[config.mk]
export PLATFORM = sky130hd
export DESIGN_NAME = mdu_iter_unit
export DESIGN_NICKNAME = d
export VERILOG_FILES = /design/src/rtl/mdu_pkg.sv /design/src/rtl/mdu_iter.sv /design/src/rtl/mdu_iter_unit.sv
export SDC_FILE = /design/constraint.sdc
export NUM_CORES = 1
export LEC_CHECK = 0
export BUFFER_PORTS_ARGS = -buffer_cell sky130_fd_sc_hd__buf_2
export CAP_MARGIN = 0
export CORE_ASPECT_RATIO = 0.9
export CORE_MARGIN = 2
export CORE_UTILIZATION = 35
export CTS_CLUSTER_DIAMETER = 30
export DETAILED_ROUTE_END_ITERATION = 10
export PLACE_DENSITY_LB_ADDON = 0.08
export SLEW_MARGIN = 20
export SYNTH_ARGS = -nofsm -noshare
export SYNTH_HDL_FRONTEND = slang
export SYNTH_SLANG_ARGS = --single-unit
[constraint.sdc]
create_clock -name clk -period 8.4 [get_ports clk]
set_input_delay 0.42 -clock clk [delete_from_list [all_inputs] [get_ports clk]]
set_output_delay 0.42 -clock clk [all_outputs]
set_load 0.02 [all_outputs]
[src/rtl/mdu_pkg.sv]
// Shared types and opcode helpers for the iterative multiply/divide unit.
package mdu_pkg;

    typedef enum logic [2:0] {
        OP_MUL    = 3'd0,
        OP_MULH   = 3'd1,
        OP_MULHSU = 3'd2,
        OP_MULHU  = 3'd3,
        OP_DIV    = 3'd4,
        OP_DIVU   = 3'd5,
        OP_REM    = 3'd6,
        OP_REMU   = 3'd7
    } mdu_op_e;

    typedef enum logic [2:0] {
        ST_IDLE,
        ST_PREP,
        ST_CALC,
        ST_FIX,
        ST_DONE
    } mdu_state_e;

    function automatic logic is_div(mdu_op_e op);
        return op inside {OP_DIV, OP_DIVU, OP_REM, OP_REMU};
    endfunction

    function automatic logic is_signed_op1(mdu_op_e op);
        return op inside {OP_MULH, OP_MULHSU, OP_DIV, OP_REM};
    endfunction

    function automatic logic is_signed_op2(mdu_op_e op);
        return op inside {OP_MULH, OP_DIV, OP_REM};
    endfunction

endpackage

[src/rtl/mdu_iter.sv]
// One radix-2 step on magnitudes: shift-add multiply or restoring shift-subtract divide.
// Accumulator layout is {high/remainder, low/multiplier-or-quotient}.
module mdu_iter #(
    parameter int WIDTH = 32
) (
    input  logic                 is_div_i,
    input  logic [2*WIDTH-1:0]   acc_i,
    input  logic [WIDTH-1:0]     b_i,
    output logic [2*WIDTH-1:0]   acc_o
);

    logic [WIDTH:0] sum;
    logic [WIDTH:0] trial;
    logic [WIDTH:0] diff;

    always_comb begin
        sum   = {1'b0, acc_i[2*WIDTH-1:WIDTH]} + (acc_i[0] ? {1'b0, b_i} : '0);
        trial = {acc_i[2*WIDTH-1:WIDTH], acc_i[WIDTH-1]};
        diff  = trial - {1'b0, b_i};
        acc_o = '0;
        if (is_div_i) begin
            // No borrow means the shifted remainder covers the divisor: quotient bit 1.
            if (!diff[WIDTH])
                acc_o = {diff[WIDTH-1:0], acc_i[WIDTH-2:0], 1'b1};
            else
                acc_o = {trial[WIDTH-1:0], acc_i[WIDTH-2:0], 1'b0};
        end else begin
            acc_o = {sum, acc_i[WIDTH-1:1]};
        end
    end

endmodule

[src/rtl/mdu_iter_unit.sv]
// Iterative RISC-V M-extension multiply/divide unit with valid/ready handshake.
// Fixed latency WIDTH+2 from accept to out_valid, regardless of opcode.
module mdu_iter_unit
    import mdu_pkg::*;
#(
    parameter int WIDTH = 32,
    parameter int TAG_W = 6
) (
    input  logic             clk,
    input  logic             rst,
    input  logic             flush,
    input  logic             in_valid,
    output logic             in_ready,
    input  logic [2:0]       in_func,
    input  logic [WIDTH-1:0] in_op1,
    input  logic [WIDTH-1:0] in_op2,
    input  logic [TAG_W-1:0] in_tag,
    output logic             out_valid,
    input  logic             out_ready,
    output logic [WIDTH-1:0] out_result,
    output logic [TAG_W-1:0] out_tag
);

    localparam int CNT_W = $clog2(WIDTH);
    localparam logic [WIDTH-1:0] MIN_VAL = {1'b1, {(WIDTH-1){1'b0}}};

    mdu_state_e         state_q;
    mdu_op_e            func_q;
    logic [WIDTH-1:0]   op1_q, op2_q, mag_q, res_q;
    logic [TAG_W-1:0]   tag_q;
    logic [CNT_W-1:0]   cnt_q;
    logic [2*WIDTH-1:0] acc_q, acc_d;
    logic               neg_q, dbz_q, ovf_q;

    logic               op1_neg, op2_neg;
    logic [WIDTH-1:0]   mag1, mag2, quo, rem, res_d;
    logic [2*WIDTH-1:0] prod;

    assign in_ready   = (state_q == ST_IDLE);
    assign out_valid  = (state_q == ST_DONE);
    assign out_result = res_q;
    assign out_tag    = tag_q;

    assign op1_neg = is_signed_op1(func_q) & op1_q[WIDTH-1];
    assign op2_neg = is_signed_op2(func_q) & op2_q[WIDTH-1];
    assign mag1    = op1_neg ? -op1_q : op1_q;
    assign mag2    = op2_neg ? -op2_q : op2_q;

    mdu_iter #(.WIDTH(WIDTH)) u_iter (
        .is_div_i (is_div(func_q)),
        .acc_i    (acc_q),
        .b_i      (mag_q),
        .acc_o    (acc_d)
    );

    // Sign fix-up and result selection; special cases override the iterated value.
    always_comb begin
        prod  = neg_q ? -acc_q : acc_q;
        quo   = neg_q ? -acc_q[WIDTH-1:0] : acc_q[WIDTH-1:0];
        rem   = neg_q ? -acc_q[2*WIDTH-1:WIDTH] : acc_q[2*WIDTH-1:WIDTH];
        res_d = '0;
        case (func_q)
            OP_MUL:                       res_d = prod[WIDTH-1:0];
            OP_MULH, OP_MULHSU, OP_MULHU: res_d = prod[2*WIDTH-1:WIDTH];
            OP_DIV, OP_DIVU:              res_d = dbz_q ? '1 : (ovf_q ? MIN_VAL : quo);
            default:                      res_d = dbz_q ? op1_q : (ovf_q ? '0 : rem);
        endcase
    end

    always_ff @(posedge clk) begin
        if (rst) begin
            state_q <= ST_IDLE;
            func_q  <= OP_MUL;
            op1_q   <= '0;
            op2_q   <= '0;
            mag_q   <= '0;
            res_q   <= '0;
            tag_q   <= '0;
            cnt_q   <= '0;
            acc_q   <= '0;
            neg_q   <= 1'b0;
            dbz_q   <= 1'b0;
            ovf_q   <= 1'b0;
        end else if (flush) begin
            state_q <= ST_IDLE;
        end else begin
            case (state_q)
                ST_IDLE: if (in_valid) begin
                    func_q  <= mdu_op_e'(in_func);
                    op1_q   <= in_op1;
                    op2_q   <= in_op2;
                    tag_q   <= in_tag;
                    state_q <= ST_PREP;
                end
                ST_PREP: begin
                    acc_q   <= {{WIDTH{1'b0}}, mag1};
                    mag_q   <= mag2;
                    // Remainder takes the dividend's sign; everything else the product sign.
                    neg_q   <= (func_q == OP_REM) ? op1_neg : (op1_neg ^ op2_neg);
                    dbz_q   <= is_div(func_q) && (op2_q == '0);
                    ovf_q   <= (func_q inside {OP_DIV, OP_REM}) && (op1_q == MIN_VAL)
                               && (op2_q == '1);
                    cnt_q   <= CNT_W'(WIDTH - 1);
                    state_q <= ST_CALC;
                end
                ST_CALC: begin
                    acc_q <= acc_d;
                    cnt_q <= cnt_q - 1'b1;
                    if (cnt_q == '0) state_q <= ST_FIX;
                end
                ST_FIX: begin
                    res_q   <= res_d;
                    state_q <= ST_DONE;
                end
                ST_DONE: if (out_ready) state_q <= ST_IDLE;
                default: state_q <= ST_IDLE;
            endcase
        end
    end

endmodule

# Word-level counts from Yosys, hierarchy flattened
# Cells that the tools add are included.
[word_totals] register_bits=212 output_inout_bits=40 word_cells=80
[classes] add_sub_neg=8 n_eq_ne=16 muxes=20 bitwise=4 reduce_logical=20
[ops] op="32-bit 2-to-1 mux" n=9
[ops] op="64-bit 2-to-1 mux" n=3
[ops] op="32-bit negation" n=4
[ops] op="64-bit case mux with 2 select lines" n=1
[ops] op="32-bit case mux with 3 select lines" n=1
[ops] op="32-bit equality test, second input constant" n=2
[ops] op="64-bit negation" n=1
[ops] op="32-bit by 33-bit adder with 33-bit output" n=1
[ops] op="33-bit by 32-bit subtractor with 33-bit output" n=1
[ops] op="32-bit zero test" n=1
[ops] op="3-bit equality test, second input constant" n=5
[ops] op="3-bit case mux with 5 select lines" n=1
[ops] op="3-bit by 2-bit equality test with 1-bit output, second input constant" n=4
[ops] op="5-bit case mux with 2 select lines" n=1
[ops] op="3-bit 2-to-1 mux" n=3
[ops] op="4-bit nonzero test" n=2
[ops] op="3-bit by 1-bit equality test with 1-bit output, second input constant" n=2
[ops] op="3-bit zero test" n=2
[ops] op="2-bit AND reduction" n=3
[ops] op="3-bit AND reduction" n=2
[ops] op="5-bit zero test" n=1
[ops] op="5-bit by 1-bit subtractor with 5-bit output, second input constant" n=1
[ops] op="2-bit != test, second input constant" n=2
[ops] op="2-bit nonzero test" n=2
[ops] op="9 further kinds" n=13

# Depth between registers and ports, before layout
# Gate-level depths: netlist (run 1).
[logic_depth] word_depth=5 mapped_depth=14 depth_no_buf=13

# By module
# A second synthesis (run 1) with hierarchy kept.
[hier_totals] hier_cells=2376 area_unflattened_um2=17400.4
[modules_own_cells] module="mdu_iter_unit" instances=1 cells_each=1688 area_each_um2=12579.6 seq_area_each_um2=4244.1
[modules_own_cells] module="mdu_iter" instances=1 cells_each=688 area_each_um2=4820.9 seq_area_each_um2=0.0

# Least setup slack after synthesis (run 1)
# OpenSTA, ideal clock, no wires.
[synth_timing] path_type="register to register" start="register acc_q[0]" end="register acc_q[63]" arrival_ns=3.069 setup_slack_ns=5.215 stages_incl_launch_ff=15 path_buffers=2 period_less_slack_ns=3.185 cell_sequence="dfxtp_1 -> clkinv_1 -> clkbuf_1 -> nor2_1 -> ha_1 -> clkbuf_1 -> and4_1 -> and3_1 -> and4_1 -> a2111o_1 -> o221ai_1 -> o21ai_1 -> and3_1 -> a41o_1 -> o211a_1"
[synth_via] elab_chain_cells=4
[synth_lines] element="start, declared" line_no="mdu_iter_unit.sv:32" rtl="logic [2*WIDTH-1:0] acc_q, acc_d;"
[synth_lines] element="start signal, assigned" line_no="mdu_iter_unit.sv:96" rtl="acc_q <= {{WIDTH{1'b0}}, mag1};"
[synth_lines] element="32-bit 2-to-1 mux" line_no="mdu_iter.sv:17" rtl="sum = {1'b0, acc_i[2*WIDTH-1:WIDTH]} + (acc_i[0] ? {1'b0, b_i} : '0);"
[synth_lines] element="32-bit by 33-bit adder with 33-bit output" line_no="mdu_iter.sv:17"
[synth_lines] element="64-bit 2-to-1 mux" line_no="mdu_iter.sv:21" rtl="if (is_div_i) begin"
[synth_lines] element="64-bit case mux with 2 select lines" line_no="mdu_iter_unit.sv:87" rtl="case (state_q)"
# Every way passes these cells.
# A chain may end at the register's enable or synchronous reset.

# Worst setup path in the final report (run 1)
[layout_timing] start="register acc_q[0]" end="register acc_q[49]"
# Same word-level chain as after synthesis.

==> metrics.txt, run 1 <==
total track usage=between 20 and 30%; die span in y=slightly above 200 µm; Setup WS pre-CTS=~4.2 ns; Final min period=4.20 ns; GP Congestion=about 0.94; die area=~0.048 mm²; setup ws final=4.20 ns; period utilisation layout=50.0%; Routed WL=around 62000 µm; VDD IR max=0.175 mV; total of max-cap violations=0; dpl hpwl=around 45000 µm; CP max FO=21; Worst Skew=a little under 0.03 ns; number of synthesized flops with an enable pin=0; Setup violations, final=0; PortBufs=117; core area=0.0454 mm²; worst path arrival time=~4.7 ns; count of cell types in the netlist=between 90 and 100; row cnt=74; Area contributors post-synth=dfxtp_1 (26%), nand2_1 (6.8%), a21oi_1 (6.6%); CP Capture Type=flop; fmax=between 0.2 and 0.25 GHz; unrepaired setup endpoints after global routing=false; WL/cell=roughly 22 µm; Die W=230 µm; CTS tree=done; syn avg cell area=around 7.5 µm²; Starting Density=a little over a third; vias=around 16000; first-pass GRT wire length=around 94000 µm; sequential area share after synthesis=26.4%; clock slew at reported path FFs=roughly 0.050 ns; Hold Slack=0.0580 ns; cell count after synthesis=2154; cts hold-fix bufs=0; Clk pwr share=between 60% and 70%; Syn-to-layout area delta=21.0%; post-synth top area share=a little over a quarter; Seq pwr share=between 20% and 30%; nets=~2400; CTS Buf Count=70; Routed Antenna Nets=0; sw frac=between 20% and 30%; later-pin clock latency in the skew report=0.59 ns; Post-CTS Setup Inserts=0; Switch Pwr=between 1 and 1.5 mW; CTS Buffer Depth=3; Setup TNS Final=0 ns; grt total ovfl=0; Detailed Routing Iterations Pass 1=5; ant diodes=0; yosys warns=0; antenna violations before repair=0; pwr/cell area=between 200 and 250 mW/mm²; Post-Syn Area=0.0161 mm²; DRC=0; max_slew headroom=33.6%; H-tree depth=3; Fin. Hold Viols=0; outcome=finished, final reports clean; post-CTS resize count=0; commonest non-fill, non-tap cell in the layout=nand2_1; CP Class=flop to flop; largest net degree at the start of global routing=95; max-slew violations=0; root buf cell=clkbuf_16; Worst EP required=roughly 8.9 ns; most frequent cells in the layout=nand2_1 (289), nor2_1 (217), a21oi_1 (212); combinational share of power=11.7%; Placed Area=0.0170 mm²; Hold WC Path Type=primary input to flop; Post-Synthesis Net Count=approximately 2300; clock sink count=between 200 and 250; Critical Path Start Type=flop; Yosys reg bits=approximately 210; fin area=0.0195 mm²; Leak Pwr=7.88 nW; Synth area leader=dfxtp_1; I/O Pins=118; Synth Flop Type=dfxtp_1; Internal=approximately 3.1 mW; vias per cell=between 5 and 6; asr flop ratio synth=0%; Iteration-0 DRC Markers=roughly 1400; vias in the first global route=around 16000; share of layout cells above drive strength 1=13.2%; worst-margin pin slew=around 1 ns
## final timing paths
kind | slack, ns | end | depth (start not counted) | start
hold / removal | 0.06 | out_tag[0]$_SDFFE_PP0P_ | 3 | in_tag[0]
setup reg to reg | 4.20 | acc_q[49]$_SDFFE_PP0P_ | 12 | acc_q[0]$_SDFFE_PP0P_
setup / recovery | 4.20 | acc_q[49]$_SDFFE_PP0P_ | 12 | acc_q[0]$_SDFFE_PP0P_
hold reg to reg | 0.45 | out_tag[5]$_SDFFE_PP0P_ | 2 | out_tag[5]$_SDFFE_PP0P_
## power by group through the flow
stage	combinational, mW	clock (mW)	sequential (mW)
6_report	0.497	2.65	1.09
5_1_grt	0.540	2.77	1.09
4_1_cts	0.492	2.70	1.09
3_5_place_dp	0.489	0	1.10
3_3_place_gp	0.489	0	1.10
2_1_floorplan	0.350	0	1.08
## per-stage QoR
step / instances / util (%) / power (mW)
5_1_grt: 2861 / 42.9 / 4.40
6_report: 2861 / 42.9 / 4.24
3_3_place_gp: 2735 / 37.5 / 1.59
4_1_cts: 2861 / 42.9 / 4.28
3_5_place_dp: 2735 / 37.5 / 1.59
2_1_floorplan: 2154 / - / 1.43
## final cells by class
type                            count  area, µm²
Fill cell                        4698      25900
Multi-Input combinational cell   1721      11100
Sequential cell                   212       4250
Clock buffer                      102       2060
Timing Repair Buffer              140        764
Tap cell                          608        761
Clock inverter                     24        382
Inverter                           54        203
## synth_stat cells (all sizes together) (24+ instances only)
library cell	number
o31ai	24
clkbuf	144
a221oi	35
xnor2	108
mux2i	48
inv	53
dfxtp	212
o21ai	104
nand3	29
nand2	292
a21oi	212
a211oi	69
ha	71
nor2	220
nor3	35
nor4	34
xor2	97
## routing by layer
layer / global-route usage [%] / wire, µm
met1: 37.8 / 30500
met2: 35.2 / 24600
met3: 6.76 / 5280
met4: 8.39 / 1670
met5: 0 / 0
## cells by family (layout without fill, tap and decap cells)
group           after synthesis  count (layout)  synth area share, %
flops                       212             212                 26.4
compound gates              635             635                 26.2
xor+xnor                    205             205                 11.2
mux                          50              50                 3.12
buf+inv                     221             320                 5.35
fa+ha+maj                    73              73                 5.77
simple gates                758             758                 22.0
## registers in the layout (all words and copies together) (netlist names)
signal	count
acc_q	64
cnt_q	5
dbz_q	1
func_q	3
mag_q	32
neg_q	1
op1_q	32
op2_q	32
out_result	32
out_tag	6
ovf_q	1
state_q	3
## worst max-delay path: stages (launching register included)
cell      delay, ns
dfxtp_1        0.42
clkinv_1       0.60
nor2_1         0.27
ha_1           0.32
a21o_1         0.20
or3_1          0.32
o22a_1         0.25
o41ai_1        0.58
o21ai_0        0.38
a31oi_1        0.28
xor2_1         0.18
mux2i_1        0.09
a22o_1         0.20
Power figures use the tool's default switching activity.
==> run 2: changes to the inputs <==
==> constraint.sdc (replaced) <==
create_clock -name clk -period 3.45 [get_ports clk]
set_input_delay 0.1725 -clock clk [delete_from_list [all_inputs] [get_ports clk]]
set_output_delay 0.1725 -clock clk [all_outputs]
set_load 0.02 [all_outputs]
==> run 2 against run 1 <==
Sequential cell count is the same. Register-to-register slack lost 4.1 ns. First-iteration DRC count grew 9.0%. Die area is the same. Clock-buffer cell count shrank 15. Sequential share of layout area shrank 1.7 points. Largest power group unchanged. Highest routed layer unchanged.
==> metrics.txt, run 2 (synthesis gave the netlist of run 1 again) <==
total track usage=27.0%; die area=roughly 0.048 mm²; Setup violations, final=0; worst-margin pin slew=~0.9 ns; period utilisation layout=between 90% and 100%; core area=0.0454 mm²; register area=around 0.0043 mm²; nets=between 2000 and 3000; Placed Cells=approximately 2800; met3 wire length=between 6000 and 7000 µm; max reg flops=64; Hold WC Path Type=primary input to flop; root buf cell=clkbuf_16; slowest stage delay, CP=~0.37 ns; clock sink count=approximately 210; CP max-delay cell=fa_2; die span in y=~210 µm; Internal=roughly 7.6 mW; final std cells w/o fill=3051; VDD IR max=between 0.3 and 0.4 mV; Worst EP required=about 3.9 ns; Cell Chain, Critical Path=inv_1 -> ha_1 -> fa_2 -> nor2b_2 -> o2111ai_2 -> a31oi_2 -> a21o_1 -> a211oi_4 -> buf_4 -> xnor2_4 -> buf_4 -> buf_4 -> and3_1 -> o31ai_1 -> a21oi_1; fmax=between 0.3 and 0.4 GHz; multi-input combinational cell area=0.0111 mm²; largest register by flop count=acc_q; fin area=0.0211 mm²; largest net degree at the start of global routing=between 100 and 150; row cnt=74; Setup WS pre-CTS=0.0301 ns; first-pass GRT wire length=approximately 100000 µm; total of max-cap violations=0; sw frac=27.7%; H-tree depth=3; Fin. Hold Viols=0; max-slew violations=0; setup ws final=0.126 ns; CTS Buffer Depth=3; Routed Antenna Nets=0; PnR Total Power=about 10 mW; Switch Pwr=just under 3 mW; Routed WL=65600 µm; ant diodes=0; Die W=around 230 µm; CTS Buf Count=just under 70; CP max FO=13; Setup TNS Final=0 ns; vias per cell=between 5 and 6; worst path arrival time=between 3 and 4 ns; commonest non-fill, non-tap cell in the layout=nand2_1; Placed Area=around 0.018 mm²; Iteration-0 DRC Markers=1542; Starting Density=35.5%; later-pin clock latency in the skew report=roughly 0.60 ns; vias in the first global route=16500; Seq pwr share=25.2%; Detailed Routing Iterations Pass 1=7; Critical Path Start Type=flop; combinational share of power=about 14%; grt total ovfl=0; CTS tree=done; most frequent cells in the layout=nand2_1 (289), nor2_1 (218), dfxtp_1 (209); max_slew headroom=roughly two fifths; pwr/cell area=between 400 and 500 mW/mm²; Clk pwr share=between 60% and 70%; antenna violations before repair=0; Syn-to-layout area delta=31.1%; dpl hpwl=approximately 48000 µm; most used cell, CP=buf_4; CP Capture Type=flop; clock slew at reported path FFs=approximately 0.040 ns; WL/cell=between 20 and 25 µm; Final min period=~3.3 ns; PortBufs=~120; GP Congestion=between 0.9 and 1; Layout fillers=about 4700; M1 WL=between 30000 and 40000 µm; outcome=finished, final reports clean; DRC=0; I/O Pins=about 120; DR WL met2=between 20000 and 30000 µm; share of layout cells above drive strength 1=roughly 17%; CP Class=flop to flop; Leak Pwr=between 8 and 9 nW; DR top layer=met4; Worst Skew=around 0.025 ns; vias=around 17000
run 2: cell types whose count changed in the layout (fill, tap and decap cells not counted), sizes merged, moves of 5 or more:
cell,change
buf,+115
dlygate4sd3,+77
clkbuf,-15
clkinv,+8
inv,+5
run 2: power by group through the flow:
| stage | registers [mW] | logic [mW] | clock network (mW) |
|---|---|---|---|
| 3_3_place_gp | 2.67 | 1.31 | 0 |
| 2_1_floorplan | 2.63 | 0.853 | 0 |
| 3_5_place_dp | 2.67 | 1.31 | 0 |
| 4_1_cts | 2.63 | 1.38 | 6.46 |
| 5_1_grt | 2.64 | 1.57 | 6.59 |
| 6_report | 2.63 | 1.46 | 6.36 |
run 2: per-stage QoR:
step | util, % | hold slack (ns)
global placement | 39.4 | 0.413
global route | 46.5 | 0.368
detailed placement | 39.4 | 0.419
floorplan | - | 0.252
finish | 46.5 | 0.364
CTS | 46.3 | 0.329
run 2: area by class of cell:
| cell class | instances | area share [%] |
|---|---|---|
| Multi-Input combinational cell | 1721 | 52.6 |
| Sequential cell | 212 | 20.1 |
| Timing Repair Buffer | 332 | 11.6 |
| Clock buffer | 87 | 8.83 |
| Tap cell | 608 | 3.60 |
| Clock inverter | 37 | 2.29 |
| Inverter | 54 | 0.960 |
run 2: final timing paths:
path | start | endpoint | slack (ns) | cells past startpoint
worst min-delay path | in_tag[4] | out_tag[4]$_SDFFE_PP0P_ | 0.36 | 4
worst max-delay path | acc_q[31]$_SDFFE_PP0P_ | acc_q[36]$_SDFFE_PP0P_ | 0.13 | 15
worst min register to register | out_tag[2]$_SDFFE_PP0P_ | out_tag[2]$_SDFFE_PP0P_ | 0.45 | 2
worst max register to register | acc_q[31]$_SDFFE_PP0P_ | acc_q[36]$_SDFFE_PP0P_ | 0.13 | 15
run 2: worst max-delay path, delay by kind of cell (launching register included):
kind            cells  cell delay, ns
xor+xnor            1            0.16
simple gates        2            0.34
compound gates      6            1.11
buf+inv             4            0.63
flops               1            0.31
fa+ha+maj           2            0.61
run 2: metal layers:
| metal | GRT usage, % | vias up |
|---|---|---|
| met4 | 9.28 | 0 |
| met5 | 0 | - |
| met2 | 37.2 | 702 |
| li1 | - | 8293 |
| met3 | 7.25 | 123 |
| met1 | 39.9 | 8190 |
run 2: what timing repair did:
action	in CTS	in global routing
hold buffers	77	0
buffers inserted	0	9
setup endpoints to repair	1	24
endpoints found under the hold margin	92	0
pin swaps	0	5
gates resized for setup	1	16
==> run 3: changes to the inputs <==
--- a/config.mk
+++ b/config.mk
@@ -7,6 +7,8 @@
 export LEC_CHECK = 0
 export BUFFER_PORTS_ARGS = -buffer_cell sky130_fd_sc_hd__buf_2
 export CAP_MARGIN = 0
+export CELL_PAD_IN_SITES_DETAIL_PLACEMENT = 0
+export CELL_PAD_IN_SITES_GLOBAL_PLACEMENT = 1
 export CORE_ASPECT_RATIO = 0.9
 export CORE_MARGIN = 2
 export CORE_UTILIZATION = 35
==> run 3 against run 2 <==
Critical path depth shrank 2. Sequential power barely moved. Clock-buffer cell count is 26 higher. Design area is 0.42% higher. Clock skew shrank 0.0041 ns. Utilization up 0.20 points. Register-to-register slack better by 0.07 ns. Via count fell by 0.42%. Clock power increased by 3.6%. First-iteration DRC count is 11% lower. Final cell count increased by 0.13%. Wire length rose by 1.0%.
==> metrics.txt, run 3 (synthesis gave the netlist of run 1 again) <==
outcome=finished, final reports clean; R2R Setup Slk=around 0.2 ns; Setup crit end=acc_q[48]$_SDFFE_PP0P_; Fin. Hold Viols=0; slowest stage delay, CP=about 0.4 ns; Starting Density=35.5%; grt total ovfl=0; DRC=0; CTS Buf Count=74; CP Capture Type=flop; Detailed Routing Iterations Pass 1=7; vias=roughly 17000; vias per cell=roughly 5.6; PnR Total Power=approximately 11 mW; Clk pwr share=~62%; total of max-cap violations=0; Critical Path Start Type=flop; Final min period=roughly 3.3 ns; commonest non-fill, non-tap cell in the layout=nand2_1; max reg flops=between 60 and 70; later-pin clock latency in the skew report=roughly 0.59 ns; Critical R2R Launch=acc_q[31]$_SDFFE_PP0P_; pwr/cell area=~500 mW/mm²; period utilisation layout=around 94%; fmax=between 0.3 and 0.4 GHz; Die W=230 µm; root buf cell=clkbuf_16; fin area=between 0.02 and 0.025 mm²; GP Congestion=between 0.9 and 1; Routed WL=66300 µm; Layout fillers=approximately 4700; row cnt=74; share of layout cells above drive strength 1=17.1%; I/O Pins=~120; dpl hpwl=about 50000 µm; combinational share of power=around an eighth; worst-margin pin slew=roughly 1.3 ns; die span in y=a little over 200 µm; Routed Antenna Nets=0; H-tree depth=3; Worst Skew=~0.021 ns; WL/cell=around 22 µm; CTS tree=done; Hold WC Path Type=primary input to flop; sw frac=26.4%; r2r worst-path depth=13; hold_sp=in_op2[10]; clock sink count=approximately 210; first-pass GRT wire length=101000 µm; CP Class=flop to flop; Critical Path Start=acc_q[31]$_SDFFE_PP0P_; Internal=7.83 mW; Setup violations, final=0; vias in the first global route=roughly 17000; PortBufs=between 100 and 150; clock slew at reported path FFs=around 0.040 ns; worst path arrival time=roughly 3.7 ns; CTS Buffer Depth=3; die area=between 0.04 and 0.05 mm²; Post-CTS Setup Inserts=0; critical register-to-register path endpoint=acc_q[48]$_SDFFE_PP0P_; Worst EP required=around 3.9 ns; core area=0.0454 mm²; Iteration-0 DRC Markers=1372; antenna violations before repair=0; Leak Pwr=between 8 and 9 nW; total track usage=27.4%; VDD IR max=~0.37 mV; unrepaired setup endpoints after global routing=false; largest net degree at the start of global routing=75; CP max FO=22; Cell Chain, Critical Path=inv_1 -> ha_1 -> fa_1 -> nor2b_1 -> o2111ai_1 -> a31oi_2 -> a21o_1 -> a211oi_4 -> xnor2_4 -> buf_12 -> mux2i_1 -> nor2_1 -> a221o_1; largest register by flop count=acc_q; max_slew headroom=between 10% and 20%; Seq pwr share=about a quarter; Placed Area=roughly 0.018 mm²; most frequent cells in the layout=nand2_1 (289), nor2_1 (217), a21oi_1 (211); Syn-to-layout area delta=31.7%; CP max-delay cell=fa_1; nets=2545; Switch Pwr=approximately 2.8 mW; max-slew violations=0
-- run 3: changes by cell type in the layout (fill, tap and decap cells not counted), moves of 3 or more --
cell,change
clkbuf_16,+6
clkbuf_8,+17
clkbuf_1,+3
clkinvlp_4,-3
clkinv_2,-10
inv_6,-3
a21oi_1,+3
a21oi_2,-3
bufinv_16,-4
-- run 3: how the worst min path moves through the flow --
stage	endpoint	slack, ns	depth (start not counted)
3_3_place_gp	out_tag[1]$_SDFFE_PP0P_	0.41	3
4_1_cts	op2_q[9]$_SDFFE_PP0P_	0.34	4
6_report	op2_q[10]$_SDFFE_PP0P_	0.37	4
2_1_floorplan	state_q[2]$_SDFFE_PP0P_	0.25	1
5_1_grt	op2_q[4]$_SDFFE_PP0P_	0.36	4
3_5_place_dp	out_tag[0]$_SDFFE_PP0P_	0.42	3
-- run 3: per-stage QoR --
step	setup WS [ns]	setup TNS (ns)	util, %	std cells	hold WS [ns]
2_1_floorplan	0.265	0	-	2154	0.252
3_3_place_gp	0.0836	0	39.5	2849	0.413
3_5_place_dp	-0.0253	-0.0274	39.5	2849	0.418
4_1_cts	0.0711	0	46.7	3054	0.344
5_1_grt	0.00114	0	46.7	3054	0.363
6_report	0.196	0	46.7	3055	0.367
-- run 3: repair_timing --
item	CTS	global route
hold endpoints to repair	76	0
resized for setup	1	9
hold buffers	77	0
endpoints found under the setup margin	2	13
pin swaps	0	1
-- run 3: layout make-up --
| cell class | instances | area (µm²) | area share (%) |
|---|---|---|---|
| Tap cell | 608 | 761 | 3.59 |
| Clock inverter | 15 | 230 | 1.09 |
| Clock buffer | 113 | 2260 | 10.7 |
| Inverter | 54 | 203 | 0.956 |
| Sequential cell | 212 | 4250 | 20.0 |
| Multi-Input combinational cell | 1721 | 11100 | 52.3 |
| Antenna cell | 1 | 2.50 | 0.0118 |
| Timing Repair Buffer | 331 | 2420 | 11.4 |
-- run 3: routing by layer --
| layer | routed length [µm] | up-vias | GRT usage (%) |
|---|---|---|---|
| li1 | - | 8280 | - |
| met1 | 32500 | 8177 | 40.0 |
| met2 | 25900 | 645 | 37.6 |
| met3 | 5830 | 134 | 8.64 |
| met4 | 2030 | 0 | 9.28 |
| met5 | 0 | - | 0 |
-- run 3: critical path: cells and delay by family (launching register included) --
kind	cells	cell delay, ns
and+or+nand+nor	2	0.25
buffers and inverters	2	0.34
DFF	1	0.32
AOI/OAI and AO/OA	5	1.05
muxes	1	0.23
xor gates and xnor gates	1	0.31
adders and majority gates	2	0.64
-- run 3: power by group through the flow --
stage	clock network, mW	logic, mW	registers, mW
detailed placement	0	1.32	2.67
finish	6.59	1.41	2.63
CTS	6.68	1.39	2.63
global placement	0	1.33	2.66
floorplan	0	0.853	2.63
global route	6.82	1.53	2.64
